==> src/rtl/mips_pkg.sv <==
// rtl/mips_pkg.sv - shared MIPS-lite types, field slices and decode helpers
package mips_pkg;

    localparam int XLEN  = 32;
    localparam int NREGS = 32;
    localparam int RAW   = 5;

    localparam int OP_HI  = 31;
    localparam int OP_LO  = 26;
    localparam int RS_HI  = 25;
    localparam int RS_LO  = 21;
    localparam int RT_HI  = 20;
    localparam int RT_LO  = 16;
    localparam int RD_HI  = 15;
    localparam int RD_LO  = 11;
    localparam int IMM_HI = 15;
    localparam int IMM_LO = 0;

    typedef enum logic [5:0] {
        OP_ADD  = 6'h00, OP_ADDI = 6'h01, OP_SUB  = 6'h02, OP_SUBI = 6'h03,
        OP_MUL  = 6'h04, OP_MULI = 6'h05, OP_OR   = 6'h06, OP_ORI  = 6'h07,
        OP_AND  = 6'h08, OP_ANDI = 6'h09, OP_XOR  = 6'h0A, OP_XORI = 6'h0B,
        OP_LDW  = 6'h0C, OP_STW  = 6'h0D, OP_BZ   = 6'h0E, OP_BEQ  = 6'h0F,
        OP_JR   = 6'h10, OP_HALT = 6'h11
    } opcode_e;

    typedef struct packed {
        logic [5:0]      op;
        logic [XLEN-1:0] rs;
        logic [XLEN-1:0] rt;
        logic [XLEN-1:0] imm;
        logic [RAW-1:0]  dest;
        logic            wr_en;
        logic            valid;
        logic [XLEN-1:0] pc4;
        logic [XLEN-1:0] instr;
    } id_ex_t;

    function automatic logic is_defined(input logic [5:0] op);
        return op <= OP_HALT;
    endfunction

    // R-type ALU ops are the even opcodes up to XOR
    function automatic logic is_rtype(input logic [5:0] op);
        return (op <= OP_XOR) && !op[0];
    endfunction

    // ALU ops (both forms) and LDW produce a register result
    function automatic logic writes_dest(input logic [5:0] op);
        return op <= OP_LDW;
    endfunction

    function automatic logic uses_rs(input logic [5:0] op);
        return op <= OP_JR;
    endfunction

    function automatic logic uses_rt(input logic [5:0] op);
        return is_rtype(op) || (op == OP_STW) || (op == OP_BEQ);
    endfunction

endpackage

==> src/rtl/id_stage_regfile.sv <==
// rtl/id_stage_regfile.sv - 32x32 register file, 2 read / 1 write, WB bypass
module regfile
    import mips_pkg::*;
(
    input  logic            clk,
    input  logic            rst,
    input  logic [RAW-1:0]  ra1,
    input  logic [RAW-1:0]  ra2,
    output logic [XLEN-1:0] rd1,
    output logic [XLEN-1:0] rd2,
    input  logic            we,
    input  logic [RAW-1:0]  wa,
    input  logic [XLEN-1:0] wd
);

    logic [XLEN-1:0] regs [NREGS];

    // Write port; R0 is never written so it stays zero
    always_ff @(posedge clk or posedge rst) begin
        if (rst) begin
            for (int i = 0; i < NREGS; i++) begin
                regs[i] <= '0;
            end
        end else if (we && (wa != '0)) begin
            regs[wa] <= wd;
        end
    end

    // Read ports with same-cycle bypass of the WB write
    always_comb begin
        rd1 = regs[ra1];
        rd2 = regs[ra2];
        if (ra1 == '0) begin
            rd1 = '0;
        end else if (we && (wa == ra1)) begin
            rd1 = wd;
        end
        if (ra2 == '0) begin
            rd2 = '0;
        end else if (we && (wa == ra2)) begin
            rd2 = wd;
        end
    end

endmodule

==> src/rtl/id_stage.sv <==
// rtl/id_stage.sv - decode stage: register read, RAW scoreboard, ID/EX register
module id_stage
    import mips_pkg::*;
(
    input  logic            clk,
    input  logic            rst,
    input  logic [XLEN-1:0] i_data,
    input  logic [XLEN-1:0] pc4_in,
    input  logic            if_valid,
    input  logic            flush,
    input  logic            wb_we,
    input  logic [RAW-1:0]  wb_addr,
    input  logic [XLEN-1:0] wb_data,
    output logic            id_stall,
    output logic [5:0]      op,
    output logic [XLEN-1:0] rs,
    output logic [XLEN-1:0] rt,
    output logic [XLEN-1:0] imm,
    output logic [RAW-1:0]  dest_2_ex,
    output logic            wr_en_2_ex,
    output logic            valid_2_ex,
    output logic [XLEN-1:0] pc4_out_2_ex,
    output logic [XLEN-1:0] i_data_2_ex,
    output logic            halted
);

    logic [5:0]      f_op;
    logic [RAW-1:0]  f_rs;
    logic [RAW-1:0]  f_rt;
    logic [RAW-1:0]  f_rd;
    logic [15:0]     f_imm;
    logic [XLEN-1:0] rd_rs;
    logic [XLEN-1:0] rd_rt;

    logic            dec_wr;
    logic [RAW-1:0]  dec_dest;
    logic            hit_rs;
    logic            hit_rt;
    logic            hazard;
    logic            do_issue;

    logic            sb_ex_v;
    logic [RAW-1:0]  sb_ex_addr;
    logic            sb_mem_v;
    logic [RAW-1:0]  sb_mem_addr;

    id_ex_t          id_ex_d;
    id_ex_t          id_ex_q;

    assign f_op  = i_data[OP_HI:OP_LO];
    assign f_rs  = i_data[RS_HI:RS_LO];
    assign f_rt  = i_data[RT_HI:RT_LO];
    assign f_rd  = i_data[RD_HI:RD_LO];
    assign f_imm = i_data[IMM_HI:IMM_LO];

    regfile u_regfile (
        .clk (clk),
        .rst (rst),
        .ra1 (f_rs),
        .ra2 (f_rt),
        .rd1 (rd_rs),
        .rd2 (rd_rt),
        .we  (wb_we),
        .wa  (wb_addr),
        .wd  (wb_data)
    );

    // Destination decode; a result aimed at R0 is not a write at all
    always_comb begin
        dec_wr   = 1'b0;
        dec_dest = '0;
        if (writes_dest(f_op)) begin
            dec_dest = is_rtype(f_op) ? f_rd : f_rt;
            dec_wr   = (dec_dest != '0);
        end
        if (!dec_wr) begin
            dec_dest = '0;
        end
    end

    // RAW check of the needed sources against producers still in EX or MEM
    always_comb begin
        hit_rs = (f_rs != '0) && ((sb_ex_v && (sb_ex_addr == f_rs)) ||
                                  (sb_mem_v && (sb_mem_addr == f_rs)));
        hit_rt = (f_rt != '0) && ((sb_ex_v && (sb_ex_addr == f_rt)) ||
                                  (sb_mem_v && (sb_mem_addr == f_rt)));
        hazard = (uses_rs(f_op) && hit_rs) || (uses_rt(f_op) && hit_rt);
    end

    // Once halted IF is frozen for good; flush beats any hazard
    assign id_stall = halted | (if_valid & ~flush & hazard);
    assign do_issue = if_valid & ~flush & ~halted & ~hazard & is_defined(f_op);

    // Next ID/EX bundle: a real instruction or an all-zero bubble
    always_comb begin
        id_ex_d = '0;
        if (do_issue) begin
            id_ex_d.op    = f_op;
            id_ex_d.rs    = rd_rs;
            id_ex_d.rt    = rd_rt;
            id_ex_d.imm   = {{(XLEN-16){f_imm[15]}}, f_imm};
            id_ex_d.dest  = dec_dest;
            id_ex_d.wr_en = dec_wr;
            id_ex_d.valid = 1'b1;
            id_ex_d.pc4   = pc4_in;
            id_ex_d.instr = i_data;
        end
    end

    // ID/EX pipeline register, no downstream hold
    always_ff @(posedge clk or posedge rst) begin
        if (rst) begin
            id_ex_q <= '0;
        end else begin
            id_ex_q <= id_ex_d;
        end
    end

    // Scoreboard shifts every cycle, including stall and flush cycles
    always_ff @(posedge clk or posedge rst) begin
        if (rst) begin
            sb_ex_v     <= 1'b0;
            sb_ex_addr  <= '0;
            sb_mem_v    <= 1'b0;
            sb_mem_addr <= '0;
        end else begin
            sb_ex_v     <= id_ex_d.wr_en;
            sb_ex_addr  <= id_ex_d.dest;
            sb_mem_v    <= sb_ex_v;
            sb_mem_addr <= sb_ex_addr;
        end
    end

    // Sticky halt, set as HALT leaves for EX
    always_ff @(posedge clk or posedge rst) begin
        if (rst) begin
            halted <= 1'b0;
        end else if (do_issue && (f_op == OP_HALT)) begin
            halted <= 1'b1;
        end
    end

    assign op           = id_ex_q.op;
    assign rs           = id_ex_q.rs;
    assign rt           = id_ex_q.rt;
    assign imm          = id_ex_q.imm;
    assign dest_2_ex    = id_ex_q.dest;
    assign wr_en_2_ex   = id_ex_q.wr_en;
    assign valid_2_ex   = id_ex_q.valid;
    assign pc4_out_2_ex = id_ex_q.pc4;
    assign i_data_2_ex  = id_ex_q.instr;

endmodule

==> config.mk <==
export PLATFORM = sky130hd
export DESIGN_NAME = id_stage
export DESIGN_NICKNAME = d
export VERILOG_FILES = /design/src/rtl/mips_pkg.sv /design/src/rtl/id_stage_regfile.sv /design/src/rtl/id_stage.sv
export SDC_FILE = /design/constraint.sdc
export NUM_CORES = 2
export LEC_CHECK = 0
export BUFFER_PORTS_ARGS = -buffer_cell sky130_fd_sc_hd__clkbuf_2
export CAP_MARGIN = 20
export CORE_ASPECT_RATIO = 2
export CORE_MARGIN = 4
export CORE_UTILIZATION = 60
export CTS_CLUSTER_SIZE = 28
export DETAILED_ROUTE_END_ITERATION = 7
export PLACE_DENSITY_LB_ADDON = 0.2
export SLEW_MARGIN = 25
export SYNTH_ARGS = -nofsm -noshare
export SYNTH_HDL_FRONTEND = slang
export SYNTH_HIERARCHICAL = 1
export SYNTH_SLANG_ARGS = --single-unit
==> constraint.sdc <==
create_clock -name clk -period 66.9 [get_ports clk]
set_clock_uncertainty 0.2 [all_clocks]
set_input_delay 0 -clock clk [delete_from_list [all_inputs] [get_ports clk]]
set_output_delay 0 -clock clk [all_outputs]
set_load 0.01 [all_outputs]
# Word-level counts from Yosys, hierarchy flattened
# Index checks and enable logic that the tools add are counted.
# Widths: inputs -> output; s select.
[word_totals]
in_bits = 106
output_inout_bits = 175
register_bits = 1204
word_cells = 117
[classes]
muxes = 18
n_eq_ne = 9
reduce_logical = 26
order_cmp = 8
bitwise = 12
[ops]
columns = ["cell", "n"]
rows = [
  ["$bwmux 1024", 1],
  ["$bmux 32 s5", 2],
  ["$mux 32", 9],
  ["$mux 173", 1],
  ["$demux 32 s5", 1],
  ["$eq 5x5->1", 6],
  ["$reduce_bool 5->1", 4],
  ["$ge 6x6->1 const B", 3],
  ["$not 5->6", 3],
  ["$mux 5", 3],
  ["$logic_and 1x1->1", 14],
  ["$eq 6x4->1 const B", 2],
  ["$le 6x4->1 const B", 2],
  ["$le 6x5->1 const B", 2],
  ["$logic_not 5->1", 2],
  ["$eq 6x5->1 const B", 1],
  ["$lt 6x1->1 const B", 1],
  ["$and 1x1->1", 5],
  ["$logic_or 1x1->1", 5],
  ["$not 1->1", 3],
  ["$logic_not 1->1", 1],
  ["$mux 1", 1],
  ["$or 1x1->1", 1],
]

# Longest topological paths before layout
[depth]
ltp_word = 10
ltp_mapped = 10
depth_no_buf = 6

# Cells and area by module
# The synthesis kept the hierarchy.
[by_module_without_submodules]
columns = ["mod", "area_each_um2", "instances", "seq_area_each_um2", "cells_each"]
rows = [
  ["regfile", 55472.0, 1, 25624.6, 3908],
  ["id_stage", 5849.4, 1, 3553.4, 419],
]

# Worst setup path before layout
# Ideal clock, no wire load.
[synth_path]
kind = "in2reg"
start = "in i_data[16]"
end = "reg id_ex_q (netlist bit rt[27])"
setup_slack_ns = 64.919
required_time_ns = 66.579
path_stages = 8
t_arrival_ns = 1.661
n_path_buf = 3
setup_ns = 0.121
cell_sequence = "buf_6 -> buf_8 -> buf_2 -> mux4_2 -> nand2_1 -> o2111ai_1 -> o221a_1 -> and4b_1"
[synth_lines]
columns = ["element", "line", "rtl"]
rows = [
  ["from (decl)", "id_stage.sv:7", "input logic [XLEN-1:0] i_data,"],
  ["to (signal assigned)", "id_stage.sv:115", "id_ex_q <= id_ex_d;"],
  ["to (decl)", "id_stage.sv:48", "id_ex_t id_ex_q;"],
]

==> impl_metrics.py <==
metrics = {
    "outcome": {
        "status": "complete, no violations",
    },
    "route": {
        "wirelength_um": 216700,
        "post_drt_wl_per_cell_um": 36.83,
        "wl_met1_um": 72860,
        "first_pass_iters": 6,
        "wl_met2_um": 97810,
        "top_layer": "met5",
        "drt-initial-drc-count": 5182,
        "num_vias": 43230,
        "vias_per_cell": 7.348,
        "drc": 0,
        "drtAntennaViolNets": 0,
        "wl_met3_um": 24960,
    },
    "global_routing": {
        "grt-ovfl-total": 0,
        "antenna_found_initial": 23,
        "grt_pass1_vias": 44580,
        "grt.total_usage_pct": 40.03,
        "grt_max_degree": 181,
        "grt_pass1_wl_um": 309600,
    },
    "cts": {
        "clockRootBuffer": "clkbuf_16",
        "cts.sinks": 1166,
        "h-tree-depth": 3,
        "cts_buffers": 99,
        "post_cts_buffers": 0,
        "postCtsResizedCells": 0,
        "cts_buffer_depth": 3,
        "clkTransAtPathRegs_ps": 70,
        "clock_latency_ps": 720,
        "cts_tree": "built",
    },
    "pwr": {
        "clkPwrFrac_pct": 31.4,
        "power_frac_seq_pct": 48.2,
        "switching_power_mw": 0.5385,
        "power.density_nw_per_um2": 28.06,
        "vdd_ir_drop_max_uv": 20.51,
        "sw_frac_of_total_pct": 28.32,
        "internal-power_mw": 1.363,
        "combPwrFrac_pct": 20.4,
        "p_leak_nw": 30.69,
    },
    "layout": {
        "layout_common_cells": "dfrtp_1, mux2_2, mux2i_1",
        "final_common_cell": "dfrtp_1",
        "drive_above_1_share_pct": 43.20,
        "fillCellCount": 7082,
        "fin_nets": 4563,
        "syn2layout_area_growth_pct": 10.53,
        "finalInstanceArea_um2": 67780,
    },
    "timing": {
        "fin_crit_sh_pct": 6.931,
        "relSlewSlack_pct": 21.52,
        "fin_setup_tns_ps": 0,
        "whs_ps": 44.71,
        "tightest_slew_ps": 1172,
        "fmax_mhz": 215.7,
        "fin_crit_ps": 4637,
        "maxSlewViolCount": 0,
        "rsz0062_at_grt": "no",
        "hold_viol_final": 0,
        "setup_violations": 0,
    },
    "logic_synthesis": {
        "async_flop_share_pct": 100.0,
        "syn_inst": 4327,
        "avgSynthCellArea_um2": 14.17,
        "ys_types": 68,
        "syn_nets": 4433,
        "synth_edf_count": 0,
        "synthFlopType": "dfrtp_1",
        "netlist_area_um2": 61320,
        "ys_ff_latch": 1166,
        "yosysWarnings": 6,
        "synth-seq-area-share_pct": 47.58,
    },
    "place": {
        "gp_congestion": 0.8979,
        "placed_area_um2": 62850,
        "port-buffer-count": 280,
        "post-dp-hpwl_um": 124900,
    },
    "job": {
        "max_cap_viol_count": 0,
    },
    "setup_path": {
        "crit_path_start_kind": "primary input",
        "worstPathRequired_ps": 67290,
        "endpoint_kind": "register",
        "r2r_setup_slack_ps": 63000,
        "worstPathArrival_ps": 5030,
        "rr_worst_depth": 7,
        "r2r-end": "i_data_2_ex[27]",
        "path_class": "in2reg",
        "r2r_start": "sb_ex_addr[1]",
        "cp_max_fo": 58,
    },
    "floorplan": {
        "pin_count": 281,
        "die_h_um": 460.1,
        "rows": 165,
        "fp.dieW_um": 234.1,
        "core_area_um2": 101400,
        "start_util_pct": 60.49,
        "dieArea_um2": 107700,
    },
    "worst_hold_path": {
        "hold_start": "i_data[12]",
        "hp-class": "in2reg",
        "worstHoldEndpoint": "sb_ex_addr[1]",
        "holdPathStages": 4,
    },
}
==> registers in the layout (all words and copies together) (netlist names), 5 cells and up <==
register / flops
sb_mem_addr: 5
rs: 32
sb_ex_addr: 5
rt: 32
pc4_out_2_ex: 32
i_data_2_ex: 32
u_regfile/regs: 1024
==> power by group through the flow <==
stage	clock (mW)	sequential [mW]	combinational, mW
finish	0.598	0.916	0.387
global route	0.628	0.927	0.411
CTS	0.603	0.911	0.382
detailed placement	0	0.924	0.373
global placement	0	0.915	0.364
floorplan	0	0.896	0.292
==> what timing repair did <==
| item | CTS | global route |
|---|---|---|
| setup endpoints to repair | 0 | 0 |
| endpoints found under the hold margin | 1285 | 0 |
| hold buffers | 159 | 0 |
==> Yosys cell counts, types with 5 or more instances <==
master / number / share of area, %
buf_8: 10 / 0.24
o221a_1: 18 / 0.33
mux2i_1: 370 / 6.0
buf_2: 115 / 0.94
mux2_1: 11 / 0.20
and4b_1: 127 / 2.1
buf_6: 40 / 0.73
nor2b_1: 8 / 0.082
a221oi_1: 29 / 0.41
a22oi_1: 179 / 2.2
nand3_1: 56 / 0.46
buf_4: 69 / 0.84
o211ai_1: 29 / 0.36
o21ai_1: 12 / 0.098
buf_1: 51 / 0.31
a221o_1: 5 / 0.082
xnor2_1: 31 / 0.44
nor3b_2: 6 / 0.12
nand4_1: 6 / 0.061
a22o_1: 20 / 0.29
o21ai_0: 24 / 0.20
o221ai_1: 8 / 0.11
a31oi_1: 28 / 0.29
clkbuf_1: 230 / 1.4
nand2b_1: 5 / 0.051
nor3_1: 18 / 0.15
o22a_1: 12 / 0.17
mux2_2: 982 / 18
dfrtp_1: 1166 / 48
o2111ai_1: 15 / 0.21
nor3b_1: 8 / 0.098
mux4_2: 353 / 13
inv_1: 5 / 0.031
a21oi_1: 40 / 0.33
a21o_1: 13 / 0.16
nand2_1: 94 / 0.58
nand3b_1: 5 / 0.061
nor2_1: 63 / 0.39
o22ai_1: 14 / 0.14
==> per-layer routing <==
layer  vias up  track usage, %
met3      1002           12.29
met2      2923           60.72
met4        14           29.94
met5         -               0
met1     22490           47.94
li1      16790               -
==> stage by stage <==
stage,worst slack (ps),cells,power [mW],utilization (%)
CTS,62210,5871,1.895,66.78
floorplan,37880,4327,1.188,-
global placement,62210,5528,1.279,61.94
finish,62260,5883,1.902,66.87
global route,62050,5876,1.966,66.85
detailed placement,62150,5531,1.297,62.00
==> cell families (layout without fill, tap and decap cells) <==
group	Yosys count	after routing	synth area share [%]
mux	1716	1716	37.24
flops	1166	1166	47.58
buf+inv	527	737	4.640
compound gates	467	467	5.695
simple gates	419	419	4.395
xor+xnor	31	31	0.4428
other cells	1	11	0.006115
==> worst max path at each step <==
stage / end / start
2_1_floorplan: u_regfile/regs[0] / rst
3_3_place_gp: rs[27] / i_data[21]
3_5_place_dp: rs[27] / i_data[21]
4_1_cts: id_stall / i_data[21]
5_1_grt: rs[27] / i_data[21]
6_report: rs[27] / i_data[21]
==> cell type report <==
class / instances / area (um2) / share of cell area (%)
repair buffers: 549 / 4028 / 5.942
diodes: 10 / 25.02 / 0.03692
well taps: 1336 / 1672 / 2.466
clock buffers: 138 / 2826 / 4.170
flip-flops and latches: 1166 / 29180 / 43.05
multi-input cells: 2634 / 29590 / 43.65
clock inverters: 43 / 426.7 / 0.6295
inverters: 7 / 38.79 / 0.05722
==> critical path: stages <==
cell and delay, ps:
dlygate4sd3_1 570, buf_8 530, buf_4 780, buf_4 860, buf_4 780, mux4_2 590
mux2i_1 190, o211ai_1 110, o221a_1 280, and4b_1 200
(Power assumes the default switching activity.)
